`config.mk`:
```
export PLATFORM = sky130hd
export DESIGN_NAME = demux_frame_ctrl
export DESIGN_NICKNAME = d
export VERILOG_FILES = /design/src/rtl/demux_frame_pkg.sv /design/src/rtl/frame_bit_counter.sv /design/src/rtl/demux_frame_ctrl.sv
export SDC_FILE = /design/constraint.sdc
export NUM_CORES = 1
export LEC_CHECK = 0
export BUFFER_PORTS_ARGS = -buffer_cell sky130_fd_sc_hd__buf_2
export CELL_PAD_IN_SITES_DETAIL_PLACEMENT = 0
export CELL_PAD_IN_SITES_GLOBAL_PLACEMENT = 2
export CORE_MARGIN = 1
export CORE_UTILIZATION = 37
export DETAILED_ROUTE_END_ITERATION = 10
export PLACE_DENSITY = 0.85
export SYNTH_ARGS = -nofsm -noshare
export SYNTH_HDL_FRONTEND = slang
export SYNTH_SLANG_ARGS = --single-unit
```
`constraint.sdc`:
```
create_clock -name clk -period 5.15 [get_ports clk]
set_clock_uncertainty 0.1 [all_clocks]
set_input_delay 0.2575 -clock clk [delete_from_list [all_inputs] [get_ports clk]]
set_output_delay 0.2575 -clock clk [all_outputs]
set_load 0.1 [all_outputs]
```
`src/rtl/demux_frame_pkg.sv`:
```
// rtl/demux_frame_pkg.sv - shared types and constants for the demux frame controller
package demux_frame_pkg;

  localparam int ADDR_BITS = 2;
  localparam int NUM_CH    = 4;

  typedef enum logic [1:0] {
    IDLE,
    ADDR,
    PAYLOAD,
    PARITY
  } frame_state_t;

endpackage

```
`src/rtl/frame_bit_counter.sv`:
```
// rtl/frame_bit_counter.sv - up-counter with clear, enable and terminal-count flag
module frame_bit_counter #(
  parameter int WIDTH = 4
) (
  input  logic             clk,
  input  logic             rst,
  input  logic             clr_i,
  input  logic             en_i,
  input  logic [WIDTH-1:0] term_i,
  output logic             tc_o
);

  logic [WIDTH-1:0] cnt_q, cnt_d;

  always_comb begin
    cnt_d = cnt_q;
    if (clr_i) begin
      cnt_d = '0;
    end else if (en_i) begin
      cnt_d = cnt_q + 1'b1;
    end
  end

  always_ff @(posedge clk or posedge rst) begin
    if (rst) begin
      cnt_q <= '0;
    end else begin
      cnt_q <= cnt_d;
    end
  end

  assign tc_o = (cnt_q == term_i);

endmodule

```
`src/rtl/demux_frame_ctrl.sv`:
```
// rtl/demux_frame_ctrl.sv - serial frame parser driving a 1:4 demux select and data bit
// Optional even-parity check and frame_err are built only when PARITY_EN is defined.
module demux_frame_ctrl
  import demux_frame_pkg::*;
#(
  parameter int PAYLOAD_LEN = 8
) (
  input  logic                 clk,
  input  logic                 rst,
  input  logic                 rx_bit,
  input  logic                 rx_valid,
  output logic                 demux_in,
  output logic [ADDR_BITS-1:0] demux_sel,
  output logic                 demux_valid,
  output logic                 frame_busy,
  output logic                 frame_done,
  output logic                 frame_err
);

  localparam int CNT_W = $clog2(PAYLOAD_LEN + 1);
  localparam int SEL_W = $clog2(NUM_CH);

  frame_state_t         state_q, state_d;
  logic [ADDR_BITS-1:0] addr_q, addr_d;
  logic [SEL_W-1:0]     sel_q, sel_d;
  logic                 in_q, in_d;
  logic                 valid_q, valid_d;
  logic                 busy_q, busy_d;
  logic                 done_q, done_d;
  logic                 cnt_clr, cnt_en, cnt_tc;
  logic [CNT_W-1:0]     cnt_term;
`ifdef PARITY_EN
  logic                 par_q, par_d;
  logic                 err_q, err_d;
`endif

  frame_bit_counter #(
    .WIDTH(CNT_W)
  ) u_cnt (
    .clk    (clk),
    .rst    (rst),
    .clr_i  (cnt_clr),
    .en_i   (cnt_en),
    .term_i (cnt_term),
    .tc_o   (cnt_tc)
  );

  always_comb begin
    state_d  = state_q;
    addr_d   = addr_q;
    sel_d    = sel_q;
    in_d     = 1'b0;
    valid_d  = 1'b0;
    busy_d   = busy_q;
    done_d   = 1'b0;
    cnt_clr  = 1'b0;
    cnt_en   = 1'b0;
    cnt_term = (state_q == ADDR) ? CNT_W'(ADDR_BITS - 1) : CNT_W'(PAYLOAD_LEN - 1);
`ifdef PARITY_EN
    par_d    = par_q;
    err_d    = 1'b0;
`endif
    if (rx_valid) begin
      case (state_q)
        IDLE: begin
          if (rx_bit) begin
            state_d = ADDR;
            busy_d  = 1'b1;
            cnt_clr = 1'b1;
`ifdef PARITY_EN
            par_d   = 1'b0;
`endif
          end
        end
        ADDR: begin
          // addr[0] arrives first, so shift in from the top
          addr_d = {rx_bit, addr_q[ADDR_BITS-1:1]};
`ifdef PARITY_EN
          par_d  = par_q ^ rx_bit;
`endif
          if (cnt_tc) begin
            sel_d   = addr_d;
            state_d = PAYLOAD;
            cnt_clr = 1'b1;
          end else begin
            cnt_en = 1'b1;
          end
        end
        PAYLOAD: begin
          in_d    = rx_bit;
          valid_d = 1'b1;
`ifdef PARITY_EN
          par_d   = par_q ^ rx_bit;
`endif
          if (cnt_tc) begin
            cnt_clr = 1'b1;
`ifdef PARITY_EN
            state_d = PARITY;
`else
            state_d = IDLE;
            busy_d  = 1'b0;
            done_d  = 1'b1;
`endif
          end else begin
            cnt_en = 1'b1;
          end
        end
`ifdef PARITY_EN
        PARITY: begin
          state_d = IDLE;
          busy_d  = 1'b0;
          done_d  = 1'b1;
          err_d   = par_q ^ rx_bit;
        end
`endif
        default: state_d = IDLE;
      endcase
    end
  end

  always_ff @(posedge clk or posedge rst) begin
    if (rst) begin
      state_q <= IDLE;
      addr_q  <= '0;
      sel_q   <= '0;
      in_q    <= 1'b0;
      valid_q <= 1'b0;
      busy_q  <= 1'b0;
      done_q  <= 1'b0;
`ifdef PARITY_EN
      par_q   <= 1'b0;
      err_q   <= 1'b0;
`endif
    end else begin
      state_q <= state_d;
      addr_q  <= addr_d;
      sel_q   <= sel_d;
      in_q    <= in_d;
      valid_q <= valid_d;
      busy_q  <= busy_d;
      done_q  <= done_d;
`ifdef PARITY_EN
      par_q   <= par_d;
      err_q   <= err_d;
`endif
    end
  end

  assign demux_in    = in_q;
  assign demux_sel   = sel_q;
  assign demux_valid = valid_q;
  assign frame_busy  = busy_q;
  assign frame_done  = done_q;
`ifdef PARITY_EN
  assign frame_err   = err_q;
`else
  assign frame_err   = 1'b0;
`endif

endmodule

```
==> impl_metrics.toml, run 1 <==
[detailed_routing]
drtIter0Drc = 7
wirelength_um = 1323
route.vias.total = 517
dr.pass1.iters = 4
wl_met3_um = 33
dr.max_layer_used = "met4"
met1Wirelength_um = 693
drt-wirelength-per-cell_um = 12.36
vias_per_cell = 4.832
ant_nets = 0
dr_wl_met2_um = 572
route.detailed.drc = 0

[synth]
synthSimpleGateAreaFrac_pct = 19.20
synthAdderAreaFrac_pct = 10.02
yosysSeqAreaShare_pct = 43.41
synth_xor_area_share_pct = 1.169
synthArstFlopShare_pct = 100.0
synth_edf_count = 0
synth_compound_area_share_pct = 14.36
synth_top_flop_cell = "dfrtp_1"
postSynthCellCount = 70
avgSynthCellArea_um2 = 10.71
syn_area_um2 = 749.5
ys_types = 34
synth-seq-cells = 13
synth_top_family_by_area = "simple AND/OR/NAND/NOR gates"
yosys_warnings = 0
synthesis.nets = 80
synthMuxAreaShare_pct = 7.846

[flow_run]
maxCapViolCount = 0

[layout]
finalCoreUtilization_pct = 46.74
final_cell_mix = "13 x dfrtp_1, 9 x buf_2, 6 x ha_1"
num-fill-cells = 191
nets = 93
antenna-diode-count = 0
areaGrowthSynthToFinish_pct = 13.52
layout-drive-gt1-share_pct = 25.61
layout_commonest_cell = "dfrtp_1"

[timing]
hold_viol = 0
slew_headroom_pct = 66.08
slew_viol_final = 0
setup_ws_ns = 3.175
rsz0062_at_grt = "false"
finalSetupViolCount = 0
max_freq_mhz = 506.3
period_needed_ns = 1.975
worst_slew_pin_slew_ns = 0.5082
fin_setup_tns_ns = 0
final.period_utilization_pct = 38.35

[critical_path]
required_ns = 5.21
arrival_ns = 2.04
cp_max_fo = 8
path_class = "reg -> reg"
cp-end-kind = "flip-flop"
critPathLaunchType = "flip-flop"

[global_route]
grt_max_degree = 14
first_global_vias = 479
grt_pass1_wl_um = 2235
antenna_found_initial = 0
grt-ovfl-total = 0
grt_use_total_pct = 15.48

[floorplan]
die_w_um = 47.01
pin_count = 11
rows = 15
dieArea_mm2 = 0.002209
core_area_mm2 = 0.001821
start_util_pct = 41.17
die_y_um = 47.01

[clock_network]
insertion_delay_ns = 0.27
clockBufferDepth = 2
cts_root_buffer = "clkbuf_4"
post_cts_buffers = 0
numCtsBuffers = 3
cts_max_level = 1
cts.sinks = 13
clk_pin_slew_ns = 0.08
cts_tree = "built"
post_cts_resized = 0
ctsHoldBuffers = 1

[power]
p_leak_nw = 0.4145
power_density_mw_per_mm2 = 583.1
ir_drop_v = 0.0002505

[place]
preCtsSetupSlack_ns = 3.166
dpl.hpwl_um = 926.9
place.gp.congestion = 0.7351
portBuffers = 9

[outcome]
outcome = "finished clean"

[worst_hold_path]
hp-class = "in -> reg"
cell type report:
cell class	instances	area (um^2)	area share [%]
Clock buffer	4	26.28	3.088
Inverter	4	15.01	1.765
Multi-Input combinational cell	51	397.9	46.76
Sequential cell	13	325.3	38.24
Tap cell	25	31.28	3.676
Timing Repair Buffer	10	55.05	6.471
Yosys cell counts (all sizes together) (2+ instances only):
cell | instances | area, um^2
nand2b | 2 | 12.51
a31oi | 2 | 12.51
nand2 | 2 | 7.510
dfrtp | 13 | 325.3
nor2 | 3 | 13.77
o21ai | 5 | 36.29
nor2b | 2 | 12.51
inv | 4 | 15.01
ha | 6 | 75.07
and2b | 2 | 15.01
and2 | 2 | 12.51
mux2 | 4 | 48.79
a21oi | 7 | 42.54
per-layer routing:
layer / vias up / global-route usage [%]
li1: 269 / -
met1: 236 / 22.01
met2: 8 / 20.83
met3: 4 / 3.462
met4: 0 / 10.29
met5: - / 0
state kept, by name, summed over array words and instances (netlist names):
name	cells
addr_q	1
demux_in	1
demux_sel	2
demux_valid	1
frame_busy	1
frame_done	1
state_q	2
u_cnt.cnt_q	4
metrics by stage:
stage / area (um^2) / power, mW / hold WS [ns] / cells
floorplan: 749.5 / 0.3897 / 0.03446 / 70
global placement: 814.5 / 0.4327 / 0.2116 / 102
detailed placement: 814.5 / 0.4342 / 0.2171 / 102
CTS: 850.8 / 0.5006 / 0.1742 / 107
global route: 850.8 / 0.5334 / 0.1914 / 107
finish: 850.8 / 0.4962 / 0.1843 / 107
critical path: stages, from the launching register on:
cell and delay (ns):
dfrtp_1 0.40, inv_1 0.14, ha_1 0.30, nor3b_2 0.31, o21ai_4 0.13, nor2_2 0.17
mux2_1 0.33
worst paths after layout:
check | from | to | slack (ns) | cells past startpoint
worst min register to register | demux_sel[0] | demux_sel[0] | 0.39 | 1
min in group asynchronous | rst | demux_sel[0] | 0.46 | 3
worst max-delay path | state_q[1] | demux_sel[0] | 3.17 | 6
worst max register to register | state_q[1] | demux_sel[0] | 3.17 | 6
max in group asynchronous | rst | u_cnt.cnt_q[1] | 4.15 | 3
worst min-delay path | rx_bit | demux_sel[1] | 0.18 | 2
power breakdown:
part / total [mW] / internal (mW) / switching (mW)
clock network: 0.0638 / 0.0300 / 0.0339
registers: 0.159 / 0.133 / 0.0262
logic: 0.274 / 0.0959 / 0.178
total: 0.496 / 0.259 / 0.238
logic make-up after synthesis:
group,after synthesis
and+or+nand+nor,22
adders and majority gates,6
AOI/OAI and AO/OA,16
other,1
xor gates and xnor gates,1
DFF,13
muxes,5
buffers and inverters,6
Note: power is estimated with default switching activity, not from simulation.
==> run 2, diff against run 1 <==
Settings changed: CORE_UTILIZATION 37 to 31, PLACE_DENSITY 0.85 to 0.76.
Clock period 5.15 ns to 1.75 ns, I/O delays scaled along.
==> run 2 against run 1 <==
  * Hold slack lost 0.12 ns
  * Via count grew 11%
  * Core utilization shrank 3.3 points
  * Fmax grew 16%
  * Die area grew 19%
  * Sequential share of layout area shrank 4.9 points
  * Flip-flop and latch count is the same
  * Global-route usage shrank 1.8 points
  * Critical path type unchanged
  * Largest power group unchanged
  * Clock power grew to 3.0 times the previous value
==> impl_metrics.toml, run 2 (synthesized netlist as in run 1, its figures left out) <==
[detailed_routing]
wirelength_um = 1466
route.vias.total = 574
route.detailed.drc = 0
ant_nets = 0
vias_per_cell = 4.744
drt-wirelength-per-cell_um = 12.12
drtIter0Drc = 7
dr.pass1.iters = 4

[power]
power_density_mw_per_mm2 = 1747
p_leak_nw = 0.4702
ir_drop_v = 0.0008788
finalPower_mw = 1.711

[layout]
multi_input_area_um2 = 436.7
layout-drive-gt1-share_pct = 39.78
nets = 104
final_cell_mix = "12 x dfrtp_1, 10 x buf_4, 9 x buf_2"
largest-register = "u_cnt.cnt_q"
finalCoreUtilization_pct = 43.45
layoutNonFillerInstCount = 121
num-fill-cells = 242
layout_commonest_cell = "dfrtp_1"
fin_area_um2 = 979.7
largest_reg_flops = 4
antenna-diode-count = 0
areaGrowthSynthToFinish_pct = 30.72
seqCellArea_um2 = 326.6

[global_route]
grt_pass1_wl_um = 2622
first_global_vias = 550
grt_max_degree = 14
grt_use_total_pct = 13.72
grt-ovfl-total = 0
antenna_found_initial = 0

[timing]
setup_ws_ns = 0.04915
worst_slew_pin_slew_ns = 0.5225
period_needed_ns = 1.701
timing.hold.ws_ns = 0.06592
slew_headroom_pct = 65.13
rsz0062_at_grt = "true"
final.period_utilization_pct = 97.19
slew_viol_final = 0
hold_viol = 0
fin_setup_tns_ns = 0
finalSetupViolCount = 0
max_freq_mhz = 587.9

[critical_path]
crit_chain = "inv_1 > ha_1 > or2_2 > a21oi_4 > mux2_4"
cp-end-kind = "flip-flop"
arrival_ns = 1.78
cp_num_buf_inv = 1
cp_max_fo = 4
required_ns = 1.82
path_class = "reg -> reg"
cpMaxStageDelayCell = "dfrtp_2"
max_stage_delay_ns = 0.42
critPathLaunchType = "flip-flop"
crit_family = "flip-flops"

[flow_run]
maxCapViolCount = 0

[worst_hold_path]
hp-class = "in -> reg"

[floorplan]
dieArea_mm2 = 0.002618
die_y_um = 51.17
rows = 17
die_w_um = 51.17
start_util_pct = 33.24
pin_count = 11
core_area_mm2 = 0.002255

[clock_network]
cts_tree = "built"
insertion_delay_ns = 0.28
clk_pin_slew_ns = 0.09
cts_max_level = 1
numCtsBuffers = 3
cts.sinks = 13
cts_root_buffer = "clkbuf_4"
clockBufferDepth = 2

[place]
portBuffers = 9
preCtsSetupSlack_ns = 0.03619
dpl.hpwl_um = 1076
placed_area_um2 = 894.6
dp.cells = 114
place.gp.congestion = 0.7129

[outcome]
outcome = "finished clean"
run 2: layer usage:
| layer | up-vias | wire (um) | track usage [%] |
|---|---|---|---|
| met2 | 12 | 682 | 20.61 |
| met4 | 0 | 12 | 5.556 |
| met1 | 272 | 732 | 18.50 |
| met3 | 2 | 39 | 3.571 |
| met5 | - | 0 | 0 |
| li1 | 288 | - | - |
run 2: power by group:
group	internal, mW	switching, mW	leakage, nW
Sequential	0.392	0.0908	0.164
Combinational	0.452	0.584	0.291
Clock	0.0883	0.103	0.0150
Total	0.932	0.779	0.470
run 2: area by class of cell:
| cell class | instances | area share, % |
|---|---|---|
| timing repair buffer | 21 | 14.30 |
| multi-input combinational | 51 | 44.57 |
| inverter | 4 | 1.533 |
| tap | 28 | 3.576 |
| clock buffer | 4 | 2.682 |
| sequential | 13 | 33.33 |
run 2: path summary, 6_finish.rpt:
kind / slack, ns / cells after the start / end / from
hold / removal: 0.07 / 2 / demux_valid / rx_valid
setup reg to reg: 0.05 / 5 / state_q[0] / state_q[0]
setup / recovery: 0.05 / 5 / state_q[0] / state_q[0]
hold reg to reg: 0.39 / 1 / demux_sel[0] / demux_sel[0]
min in group asynchronous: 0.27 / 3 / u_cnt.cnt_q[1] / rst
max in group asynchronous: 0.91 / 3 / state_q[0] / rst
run 2: timing repair:
item	4_1_cts	5_1_grt
hold endpoints to repair	14	0
buffers inserted	0	1
hold buffers	2	0
pin swaps	1	4
resized for setup	0	12
cloned	0	0
endpoints found under the setup margin	1	10
